===== src/rtl/fc_layer_sequencer_if.sv =====
// Memory-side bundle of the FC layer sequencer: weight/activation read ports,
// output write port and the start/status handshake.
interface fc_layer_sequencer_if #(
    parameter int ADDR_W = 16,
    parameter int DATA_W = 32
);
    logic              start;
    logic              relu_en;
    logic [ADDR_W-1:0] w_addr;
    logic [DATA_W-1:0] w_data;
    logic [ADDR_W-1:0] x_addr;
    logic [DATA_W-1:0] x_data;
    logic [ADDR_W-1:0] y_addr;
    logic [DATA_W-1:0] y_data;
    logic              y_we;
    logic              busy;
    logic              done;
    logic              sat;

    modport master (
        input  start, relu_en, w_data, x_data,
        output w_addr, x_addr, y_addr, y_data, y_we, busy, done, sat
    );

    modport slave (
        output start, relu_en, w_data, x_data,
        input  w_addr, x_addr, y_addr, y_data, y_we, busy, done, sat
    );
endinterface


===== src/rtl/fc_layer_sequencer.sv =====
// One fully-connected layer pass: row-major MAC over the weight ROM, then
// rescale, saturate, optional ReLU and write one output per neuron.
module fc_layer_sequencer #(
    parameter int IN_DIM    = 32,
    parameter int OUT_DIM   = 10,
    parameter int ADDR_W    = 16,
    parameter int DATA_W    = 32,
    parameter int ACC_W     = 64,
    parameter int FRAC_BITS = 16
) (
    input  logic                  clk,
    input  logic                  reset,
    fc_layer_sequencer_if.master  bus
);

    typedef enum logic [1:0] {IDLE, MAC, WRITE, DONE} state_t;

    localparam logic [ADDR_W-1:0] LAST_I = ADDR_W'(IN_DIM - 1);
    localparam logic [ADDR_W-1:0] LAST_O = ADDR_W'(OUT_DIM - 1);
    localparam logic [ADDR_W-1:0] ONE    = ADDR_W'(1);

    state_t                   state, state_nx;
    logic [ADDR_W-1:0]        i, o;
    logic signed [ACC_W-1:0]  acc, prod, sum, shifted;
    logic [ACC_W-DATA_W:0]    hi;
    logic [DATA_W-1:0]        fval;
    logic                     fsat;
    logic                     relu_q;

    // Final MAC sum is scaled and written on the same edge that ends the row,
    // so y_we/y_data are registered and visible throughout the WRITE cycle.
    always_comb begin
        prod    = {{(ACC_W-DATA_W){bus.w_data[DATA_W-1]}}, bus.w_data} *
                  {{(ACC_W-DATA_W){bus.x_data[DATA_W-1]}}, bus.x_data};
        sum     = acc + prod;
        shifted = sum >>> FRAC_BITS;
        hi      = shifted[ACC_W-1:DATA_W-1];
        fsat    = !((&hi) || !(|hi));
        fval    = shifted[DATA_W-1:0];
        if (fsat)
            fval = shifted[ACC_W-1] ? {1'b1, {(DATA_W-1){1'b0}}}
                                    : {1'b0, {(DATA_W-1){1'b1}}};
        if (relu_q && fval[DATA_W-1])
            fval = '0;
    end

    always_comb begin
        state_nx = state;
        case (state)
            IDLE:    if (bus.start) state_nx = MAC;
            MAC:     if (i == LAST_I) state_nx = WRITE;
            WRITE:   state_nx = (o == LAST_O) ? DONE : MAC;
            DONE:    state_nx = IDLE;
            default: state_nx = IDLE;
        endcase
    end

    always_ff @(posedge clk) begin
        if (reset) state <= IDLE;
        else       state <= state_nx;
    end

    always_ff @(posedge clk) begin
        if (reset) begin
            bus.w_addr <= '0;
            bus.x_addr <= '0;
            bus.y_addr <= '0;
            bus.y_data <= '0;
            bus.y_we   <= 1'b0;
            bus.busy   <= 1'b0;
            bus.done   <= 1'b0;
            bus.sat    <= 1'b0;
            acc        <= '0;
            i          <= '0;
            o          <= '0;
            relu_q     <= 1'b0;
        end else begin
            bus.busy <= (state_nx != IDLE);
            bus.done <= (state_nx == DONE);
            bus.y_we <= 1'b0;
            case (state)
                IDLE: begin
                    if (bus.start) begin
                        i          <= '0;
                        o          <= '0;
                        acc        <= '0;
                        bus.w_addr <= '0;
                        bus.x_addr <= '0;
                        bus.sat    <= 1'b0;
                        relu_q     <= bus.relu_en;
                    end
                end
                MAC: begin
                    if (i == LAST_I) begin
                        acc        <= '0;
                        bus.y_we   <= 1'b1;
                        bus.y_addr <= o;
                        bus.y_data <= fval;
                        if (fsat) bus.sat <= 1'b1;
                    end else begin
                        acc        <= sum;
                        i          <= i + ONE;
                        bus.w_addr <= bus.w_addr + ONE;
                        bus.x_addr <= bus.x_addr + ONE;
                    end
                end
                WRITE: begin
                    if (o != LAST_O) begin
                        o          <= o + ONE;
                        i          <= '0;
                        bus.x_addr <= '0;
                        // Held address is o*IN_DIM+IN_DIM-1, so +1 is the next row base.
                        bus.w_addr <= bus.w_addr + ONE;
                    end
                end
                default: ;
            endcase
        end
    end

endmodule


===== src/flat_wrapper.sv =====
// flat-port wrapper written by rule: the top's interface ports become plain ports
module fc_layer_sequencer_flat 
#(
    parameter int IN_DIM    = 32,
    parameter int OUT_DIM   = 10,
    parameter int ADDR_W    = 16,
    parameter int DATA_W    = 32,
    parameter int ACC_W     = 64,
    parameter int FRAC_BITS = 16
)
  (clk, reset, bus_start, bus_relu_en, bus_w_data, bus_x_data, bus_w_addr, bus_x_addr, bus_y_addr, bus_y_data, bus_y_we, bus_busy, bus_done, bus_sat);
  fc_layer_sequencer_if #(.ADDR_W(ADDR_W), .DATA_W(DATA_W)) bus_i ();
  input  logic clk;
  input  logic reset;
  input wire logic [$bits(bus_i.start)-1:0] bus_start;
  input wire logic [$bits(bus_i.relu_en)-1:0] bus_relu_en;
  input wire logic [$bits(bus_i.w_data)-1:0] bus_w_data;
  input wire logic [$bits(bus_i.x_data)-1:0] bus_x_data;
  output wire logic [$bits(bus_i.w_addr)-1:0] bus_w_addr;
  output wire logic [$bits(bus_i.x_addr)-1:0] bus_x_addr;
  output wire logic [$bits(bus_i.y_addr)-1:0] bus_y_addr;
  output wire logic [$bits(bus_i.y_data)-1:0] bus_y_data;
  output wire logic [$bits(bus_i.y_we)-1:0] bus_y_we;
  output wire logic [$bits(bus_i.busy)-1:0] bus_busy;
  output wire logic [$bits(bus_i.done)-1:0] bus_done;
  output wire logic [$bits(bus_i.sat)-1:0] bus_sat;
  assign bus_i.start = bus_start;
  assign bus_i.relu_en = bus_relu_en;
  assign bus_i.w_data = bus_w_data;
  assign bus_i.x_data = bus_x_data;
  assign bus_w_addr = bus_i.w_addr;
  assign bus_x_addr = bus_i.x_addr;
  assign bus_y_addr = bus_i.y_addr;
  assign bus_y_data = bus_i.y_data;
  assign bus_y_we = bus_i.y_we;
  assign bus_busy = bus_i.busy;
  assign bus_done = bus_i.done;
  assign bus_sat = bus_i.sat;
  fc_layer_sequencer #(.IN_DIM(IN_DIM), .OUT_DIM(OUT_DIM), .ADDR_W(ADDR_W), .DATA_W(DATA_W), .ACC_W(ACC_W), .FRAC_BITS(FRAC_BITS)) u_core (.clk(clk), .reset(reset), .bus(bus_i));
endmodule

===== config.mk =====
export PLATFORM = sky130hd
export DESIGN_NAME = fc_layer_sequencer_flat
export DESIGN_NICKNAME = d
export VERILOG_FILES = /design/src/rtl/fc_layer_sequencer_if.sv /design/src/rtl/fc_layer_sequencer.sv /design/src/flat_wrapper.sv
export SDC_FILE = /design/constraint.sdc
export NUM_CORES = 2
export LEC_CHECK = 0
export BUFFER_PORTS_ARGS = -buffer_cell sky130_fd_sc_hd__clkbuf_2
export CAP_MARGIN = 0
export CORE_MARGIN = 4
export CORE_UTILIZATION = 60
export DETAILED_ROUTE_END_ITERATION = 6
export GPL_ROUTABILITY_DRIVEN = 0
export HOLD_SLACK_MARGIN = 0.02
export PLACE_DENSITY_LB_ADDON = 0.1
export SYNTH_ARGS = -nofsm -noshare
export SYNTH_HDL_FRONTEND = slang
export SYNTH_SLANG_ARGS = --single-unit

===== constraint.sdc =====
create_clock -name clk -period 18.3 [get_ports clk]
set_clock_uncertainty 0.15 [all_clocks]
set_input_delay 1.83 -clock clk [delete_from_list [all_inputs] [get_ports clk]]
set_output_delay 1.83 -clock clk [all_outputs]
set_load 0.005 [all_outputs]

## Word-level counts from Yosys, hierarchy flattened

Index checks and enable logic that the tools add are counted.

| word-level totals | value |
|---|---|
| register bits | 183 |
| output and inout bits | 84 |
| logic and storage cells | 75 |

| operators by class | value |
|---|---|
| $add $sub $neg | 5 |
| multipliers | 1 |
| equal/unequal tests | 12 |
| muxes and demuxes | 26 |
| bitwise operators | 1 |
| reductions and logical operators | 17 |

Operators by type and width:

| cell | count |
|---|---|
| $pmux W16 S3 | 3 |
| $mux W64 | 2 |
| $pmux W64 S2 | 1 |
| $mux W16 | 7 |
| $mux W32 | 3 |
| $add A16 B1 Y16 const B | 4 |
| $add A64 B64 Y64 | 1 |
| $mul A32 B32 Y64 | 1 |
| $pmux W16 S2 | 1 |
| $reduce_and A17 Y1 | 1 |
| $reduce_or A17 Y1 | 1 |
| $eq A16 B4 Y1 const B | 1 |
| $eq A16 B5 Y1 const B | 1 |
| $ne A16 B4 Y1 const B | 1 |
| $pmux W2 S4 | 1 |
| $reduce_and A4 Y1 | 2 |
| $eq A2 B2 Y1 const B | 3 |
| $mux W2 | 3 |
| $ne A2 B2 Y1 const B | 3 |
| $reduce_and A2 Y1 | 3 |
| $reduce_bool A2 Y1 | 3 |
| $mux W1 | 4 |
| $ne A2 B1 Y1 const B | 2 |
| $reduce_and A3 Y1 | 1 |
| other kinds (9) | 9 |

## Longest topological paths before layout

| logic depth | value |
|---|---|
| word-level depth | 8 |
| depth in mapped cells | 33 |

## Worst setup path before layout

No wires, ideal clock.

| timing | value |
|---|---|
| kind | input-to-reg |
| from | input port bus_w_data[31] |
| to | register u_core.bus.sat |
| library setup time | 0.130 ns |
| arrival | 10.988 ns |
| data required time | 18.020 ns |
| path slack | 7.031 ns |
| cell stages on the path | 31 |
| buffers on the path | 4 |
| path through | clkbuf_1 -> nand2_1 -> fa_1 -> fa_1 -> inv_1 -> fa_1 -> inv_1 -> fa_1 -> inv_1 -> fa_1 -> fa_1 -> fa_1 -> inv_1 -> fa_1 -> inv_1 -> ha_1 -> and2_1 -> buf_4 -> nand3_2 -> or4b_4 -> nor4_4 -> a31oi_2 -> o21a_1 -> a221o_1 -> nor4_2 -> nand4b_1 -> or4b_1 -> buf_4 -> buf_12 -> a31oi_4 -> nor3_1 |

| on the way | value |
|---|---|
| longest elaborated chain between the ends | 7 |
| elaborated cells on any way between the ends | 8 |
| classes of those cells | 1 x add/sub; 1 x mul; 1 x eq/ne; 5 x reduce/logical |

RTL lines:

| element | RTL line | source |
|---|---|---|
| start: declaration | flat_wrapper.sv:17 | `input wire logic [$bits(bus_i.w_data)-1:0] bus_w_data;` |
| $mul A32 B32 Y64 * | fc_layer_sequencer.sv:33 | `prod = {{(ACC_W-DATA_W){bus.w_data[DATA_W-1]}}, bus.w_data} *` |
| $add A64 B64 Y64 * | fc_layer_sequencer.sv:35 | `sum = acc + prod;` |
| $reduce_or A17 Y1 | fc_layer_sequencer.sv:38 | `fsat = !((&hi) \|\| !(\|hi));` |
| $logic_not A1 Y1 | fc_layer_sequencer.sv:38 |  |
| $logic_or A1 B1 Y1 * | fc_layer_sequencer.sv:38 |  |
| $ne A2 B2 Y1 (no line) * | - |  |
| $reduce_and A4 Y1 (no line) * | - |  |
| end signal: assignment | fc_layer_sequencer.sv:72 | `bus.sat <= 1'b0;` |
| end signal: assignment | fc_layer_sequencer.sv:89 | `bus.sat <= 1'b0;` |
| end signal: assignment | fc_layer_sequencer.sv:99 | `if (fsat) bus.sat <= 1'b1;` |
| end: declaration | fc_layer_sequencer_if.sv:22 | `output w_addr, x_addr, y_addr, y_data, y_we, busy, done, sat` |

Mark *: on every way between the ends. The rest lies on a longest branch, timed or not.
A chain may end at the register's enable or synchronous reset.

## Final worst setup path

| timing | value |
|---|---|
| from | input port bus_x_data[5] |
| to | register u_core.bus.y_data[3] |

| on the way | value |
|---|---|
| longest elaborated chain between the ends | 8 |
| elaborated cells on any way between the ends | 10 |
| classes of those cells | 1 x add/sub; 1 x mul; 3 x mux; 5 x reduce/logical |

RTL lines:

| element | RTL line | source |
|---|---|---|
| start: declaration | flat_wrapper.sv:18 | `input wire logic [$bits(bus_i.x_data)-1:0] bus_x_data;` |
| $mul A32 B32 Y64 * | fc_layer_sequencer.sv:33 |  |
| $add A64 B64 Y64 * | fc_layer_sequencer.sv:35 |  |
| $reduce_or A17 Y1 | fc_layer_sequencer.sv:38 |  |
| $logic_not A1 Y1 | fc_layer_sequencer.sv:38 |  |
| $logic_or A1 B1 Y1 | fc_layer_sequencer.sv:38 |  |
| $mux W32 * | fc_layer_sequencer.sv:40 | `if (fsat)` |
| $logic_and A1 B1 Y1 | fc_layer_sequencer.sv:43 | `if (relu_q && fval[DATA_W-1])` |
| $mux W32 * | fc_layer_sequencer.sv:43 |  |
| end signal: assignment | fc_layer_sequencer.sv:98 | `bus.y_data <= fval;` |
| end: declaration | fc_layer_sequencer_if.sv:22 |  |

Marks and branches as above.

==> report_table.html <==
<table>
<tr><th>Metric</th><th>Value</th></tr>
<tr><th colspan="2">Synth</th></tr>
<tr><td>Cell types with the highest counts after synthesis</td><td>inv_1 (1236), fa_1 (1210), nand2_1 (707)</td></tr>
<tr><td>Number of unique standard cell types used by synthesis</td><td>76</td></tr>
<tr><td>Area share of the leading cell type in the synthesized netlist</td><td>around 51%</td></tr>
<tr><td>Number of instances in the synthesized netlist</td><td>~5200</td></tr>
<tr><td>EDFF count, synth</td><td>0</td></tr>
<tr><td>Mean Syn Cell Area</td><td>between 9 and 10 sq um</td></tr>
<tr><td>Most common flop cell mapped by yosys</td><td>dfxtp_1</td></tr>
<tr><td>Post-synthesis instance area</td><td>around 48000 sq um</td></tr>
<tr><td>Leading area contributor after synthesis</td><td>fa_1</td></tr>
<tr><td>Ys async rst share</td><td>0%</td></tr>
<tr><td>Cell with the most instances after synthesis</td><td>inv_1</td></tr>
<tr><td>Share of synthesized area occupied by flip-flops and latches</td><td>around 7.7%</td></tr>
<tr><td>Post-synthesis register bit count</td><td>183</td></tr>
<tr><td>Syn. warnings</td><td>0</td></tr>
<tr><td>Post-synthesis net count</td><td>6727</td></tr>
<tr><td>Top cells by area in the synthesized netlist</td><td>fa_1 (51%), inv_1 (9.7%), dfxtp_1 (7.7%)</td></tr>
<tr><th colspan="2">Worst setup path</th></tr>
<tr><td>Category of the worst setup path capture point</td><td>flip-flop</td></tr>
<tr><td>Startpoint type of the worst setup path</td><td>input port</td></tr>
<tr><td>Worst path max stage delay</td><td>1.20 ns</td></tr>
<tr><td>Largest delay share family, worst path</td><td>adder cells</td></tr>
<tr><td>Slack of the worst reg-to-reg path</td><td>about 8.7 ns</td></tr>
<tr><td>Data required time at the worst endpoint</td><td>18.43 ns</td></tr>
<tr><td>Arrival time worst endpoint</td><td>11.96 ns</td></tr>
<tr><td>Worst-path cell with the longest stage delay</td><td>or4b_2</td></tr>
<tr><td>Critical path buffer and inverter count</td><td>8</td></tr>
<tr><td>Cell seen most often among critical-path stages</td><td>fa_1</td></tr>
<tr><td>Critical Path Fanout Max</td><td>32</td></tr>
<tr><td>Worst setup path class</td><td>input port to flip-flop</td></tr>
<tr><th colspan="2">Min path</th></tr>
<tr><td>Path type of the worst min-delay path</td><td>flip-flop to flip-flop</td></tr>
<tr><th colspan="2">Timing</th></tr>
<tr><td>Setup repair after global routing missed its margin</td><td>no</td></tr>
<tr><td>Transition time of the tightest slew-check pin</td><td>1.209 ns</td></tr>
<tr><td>Ratio of final minimum period to clock period</td><td>around 65%</td></tr>
<tr><td>Min Clock Period, post-route</td><td>approximately 12 ns</td></tr>
<tr><td>Setup violations, final</td><td>0</td></tr>
<tr><td>Headroom to the max-slew limit</td><td>between 10% and 20%</td></tr>
<tr><td>Max-slew violation count</td><td>0</td></tr>
<tr><td>Sum Neg Setup Slack</td><td>0 ns</td></tr>
<tr><td>Number of hold violations in the final report</td><td>0</td></tr>
<tr><td>Peak Freq</td><td>between 0.08 and 0.09 GHz</td></tr>
<tr><th colspan="2">Drt</th></tr>
<tr><td>Routed wire length per instance</td><td>19.23 microns</td></tr>
<tr><td>Total DRC errors in the routed layout</td><td>0</td></tr>
<tr><td>Detailed-route vias per instance</td><td>5.516</td></tr>
<tr><td>Detailed-route wire length</td><td>roughly 120000 microns</td></tr>
<tr><td>Post-detailed-route count of antenna-violating nets</td><td>0</td></tr>
<tr><td>First DRT Iteration DRCs</td><td>2448</td></tr>
<tr><td>Drt first pass iters</td><td>6</td></tr>
<tr><td>Via Count</td><td>approximately 34000</td></tr>
<tr><th colspan="2">Clocking</th></tr>
<tr><td>Clock buffers created by TritonCTS</td><td>17</td></tr>
<tr><td>Number of H-tree levels</td><td>4</td></tr>
<tr><td>Total of cells resized after clock tree synthesis</td><td>0</td></tr>
<tr><td>Num Clock Sinks</td><td>183</td></tr>
<tr><td>CTS clk-pin slew, worst paths</td><td>~0.080 ns</td></tr>
<tr><td>Post-CTS Hold Fix Bufs</td><td>0</td></tr>
<tr><td>Worst-skew pair later-pin latency</td><td>around 0.45 ns</td></tr>
<tr><td>Post-CTS repair timing setup buffer count</td><td>0</td></tr>
<tr><td>Number of buffers between clock root and the deepest sink</td><td>2</td></tr>
<tr><td>CTS root buffer</td><td>clkbuf_16</td></tr>
<tr><td>CTS tree</td><td>built</td></tr>
<tr><th colspan="2">Placed design</th></tr>
<tr><td>Detailed placer's ending HPWL</td><td>99190 microns</td></tr>
<tr><td>Count of input and output buffers</td><td>151</td></tr>
<tr><th colspan="2">Global route</th></tr>
<tr><td>Maximum number of pins on one net before global-route repair</td><td>76</td></tr>
<tr><td>Overflow left after global routing</td><td>0</td></tr>
<tr><td>Via count of the first global-routing pass</td><td>37590</td></tr>
<tr><td>Antenna violations before repair</td><td>1</td></tr>
<tr><td>All-layer global routing usage</td><td>between 20% and 30%</td></tr>
<tr><td>First-pass GRT wire length</td><td>just over 200000 microns</td></tr>
<tr><th colspan="2">Floorplan</th></tr>
<tr><td>Number of top-level design ports</td><td>approximately 150</td></tr>
<tr><td>Total number of placement rows</td><td>just over 100</td></tr>
<tr><td>Core Box Area</td><td>~79000 sq um</td></tr>
<tr><td>Die Ht</td><td>about 290 microns</td></tr>
<tr><td>Total die area</td><td>84010 sq um</td></tr>
<tr><td>Die width</td><td>roughly 290 microns</td></tr>
<tr><td>Effective utilization at floorplan</td><td>about three fifths</td></tr>
<tr><th colspan="2">Final layout</th></tr>
<tr><td>Share of post-route cells with drive strength above 1</td><td>4.904%</td></tr>
<tr><td>Number of inserted filler cells in the final layout</td><td>between 6000 and 7000</td></tr>
<tr><td>Post-layout net count</td><td>roughly 6700</td></tr>
<tr><td>Area grow syn2layout</td><td>3.919%</td></tr>
<tr><th colspan="2">Outcome</th></tr>
<tr><td>Run status</td><td>complete, no violations</td></tr>
<tr><th colspan="2">Flow run</th></tr>
<tr><td>Max cap viols</td><td>0</td></tr>
</table>
[per-layer routing]
| layer | part of all wire (%) | up-vias | track usage [%] |
|---|---|---|---|
| li1 | - | 15100 | - |
| met1 | 41 | 17770 | 41.48 |
| met2 | 50 | 1212 | 50.05 |
| met3 | 7.0 | 195 | 4.684 |
| met4 | 2.5 | 0 | 6.633 |
| met5 | 0 | - | 0 |
[final cells by class]
cell class / count / area [sq um] / share of cell area [%]
timing repair buffer: 174 / 930.9 / 1.879
antenna: 4 / 10.01 / 0.02021
multi-input combinational: 3534 / 38320 / 77.36
clock inverter: 15 / 229.0 / 0.4623
sequential: 183 / 3664 / 7.396
inverter: 1236 / 4639 / 9.367
clock buffer: 17 / 425.4 / 0.8589
tap: 1050 / 1314 / 2.652
[stage by stage]
| stage | instances | setup slack, ns | hold WS, ns | util [%] | area (sq um) |
|---|---|---|---|---|---|
| 2_1_floorplan | 5222 | 7.031 | 0.2927 | - | 47660 |
| 3_3_place_gp | 6177 | 6.268 | 0.2854 | 61.96 | 48870 |
| 3_5_place_dp | 6177 | 6.072 | 0.2914 | 61.96 | 48870 |
| 4_1_cts | 6209 | 6.521 | 0.3032 | 62.79 | 49520 |
| 5_1_grt | 6209 | 5.798 | 0.3242 | 62.79 | 49520 |
| 6_report | 6213 | 6.469 | 0.3050 | 62.80 | 49530 |
[kinds of logic after synthesis]
group,synth area share [%]
adders and majority gates,56.78
DFF,7.686
buffers and inverters,11.97
and+or+nand+nor,15.53
xor gates and xnor gates,2.297
AOI/OAI and AO/OA,5.720
muxes,0.02100
[registers in the layout (all words and copies together), names as in the netlist]
signal	count
u_core.acc	64
u_core.bus.busy	1
u_core.bus.done	1
u_core.bus.sat	1
u_core.bus.w_addr	16
u_core.bus.x_addr	16
u_core.bus.y_addr	16
u_core.bus.y_data	32
u_core.bus.y_we	1
u_core.i	16
u_core.o	16
u_core.relu_q	1
u_core.state	2
[placed cells by master, fill, tap and decap left out, types with 7 or more instances in the layout]
cell type and n:
nand4_1 36, fa_1 1210, xnor2_1 64, nor4_1 8
and4_1 7, o21a_1 9, o21ai_1 40, inv_1 1236
buf_4 24, a21o_1 23, and2_1 457, and3_1 16
dfxtp_1 183, ha_1 227, or3_1 12, a22oi_1 65
o21bai_1 12, inv_12 8, o21ai_0 55, xor2_1 61
nand2b_1 16, a21oi_2 29, o211ai_1 12, nor3_1 15
nand2_1 706, nor2_1 217, clkbuf_2 150, a21oi_1 116
clkbuf_16 17, nand3_1 36
[worst paths after layout]
kind | cells past startpoint | endpoint | startpoint
hold / removal | 2 | u_core.bus.y_data[11] | u_core.bus.y_data[11]
hold reg to reg | 2 | u_core.bus.y_data[11] | u_core.bus.y_data[11]
setup / recovery | 30 | u_core.bus.y_data[3] | bus_x_data[5]
setup reg to reg | 26 | u_core.bus.y_data[3] | u_core.acc[18]
[worst min-delay path, cell delays in order (launching register included)]
cell and delay, ns:
dfxtp_1 0.32, nand2_1 0.05, o21ai_1 0.05
Power is not shown: default switching activity piles up to over one toggle a cycle in this logic, so the estimate is an artifact.
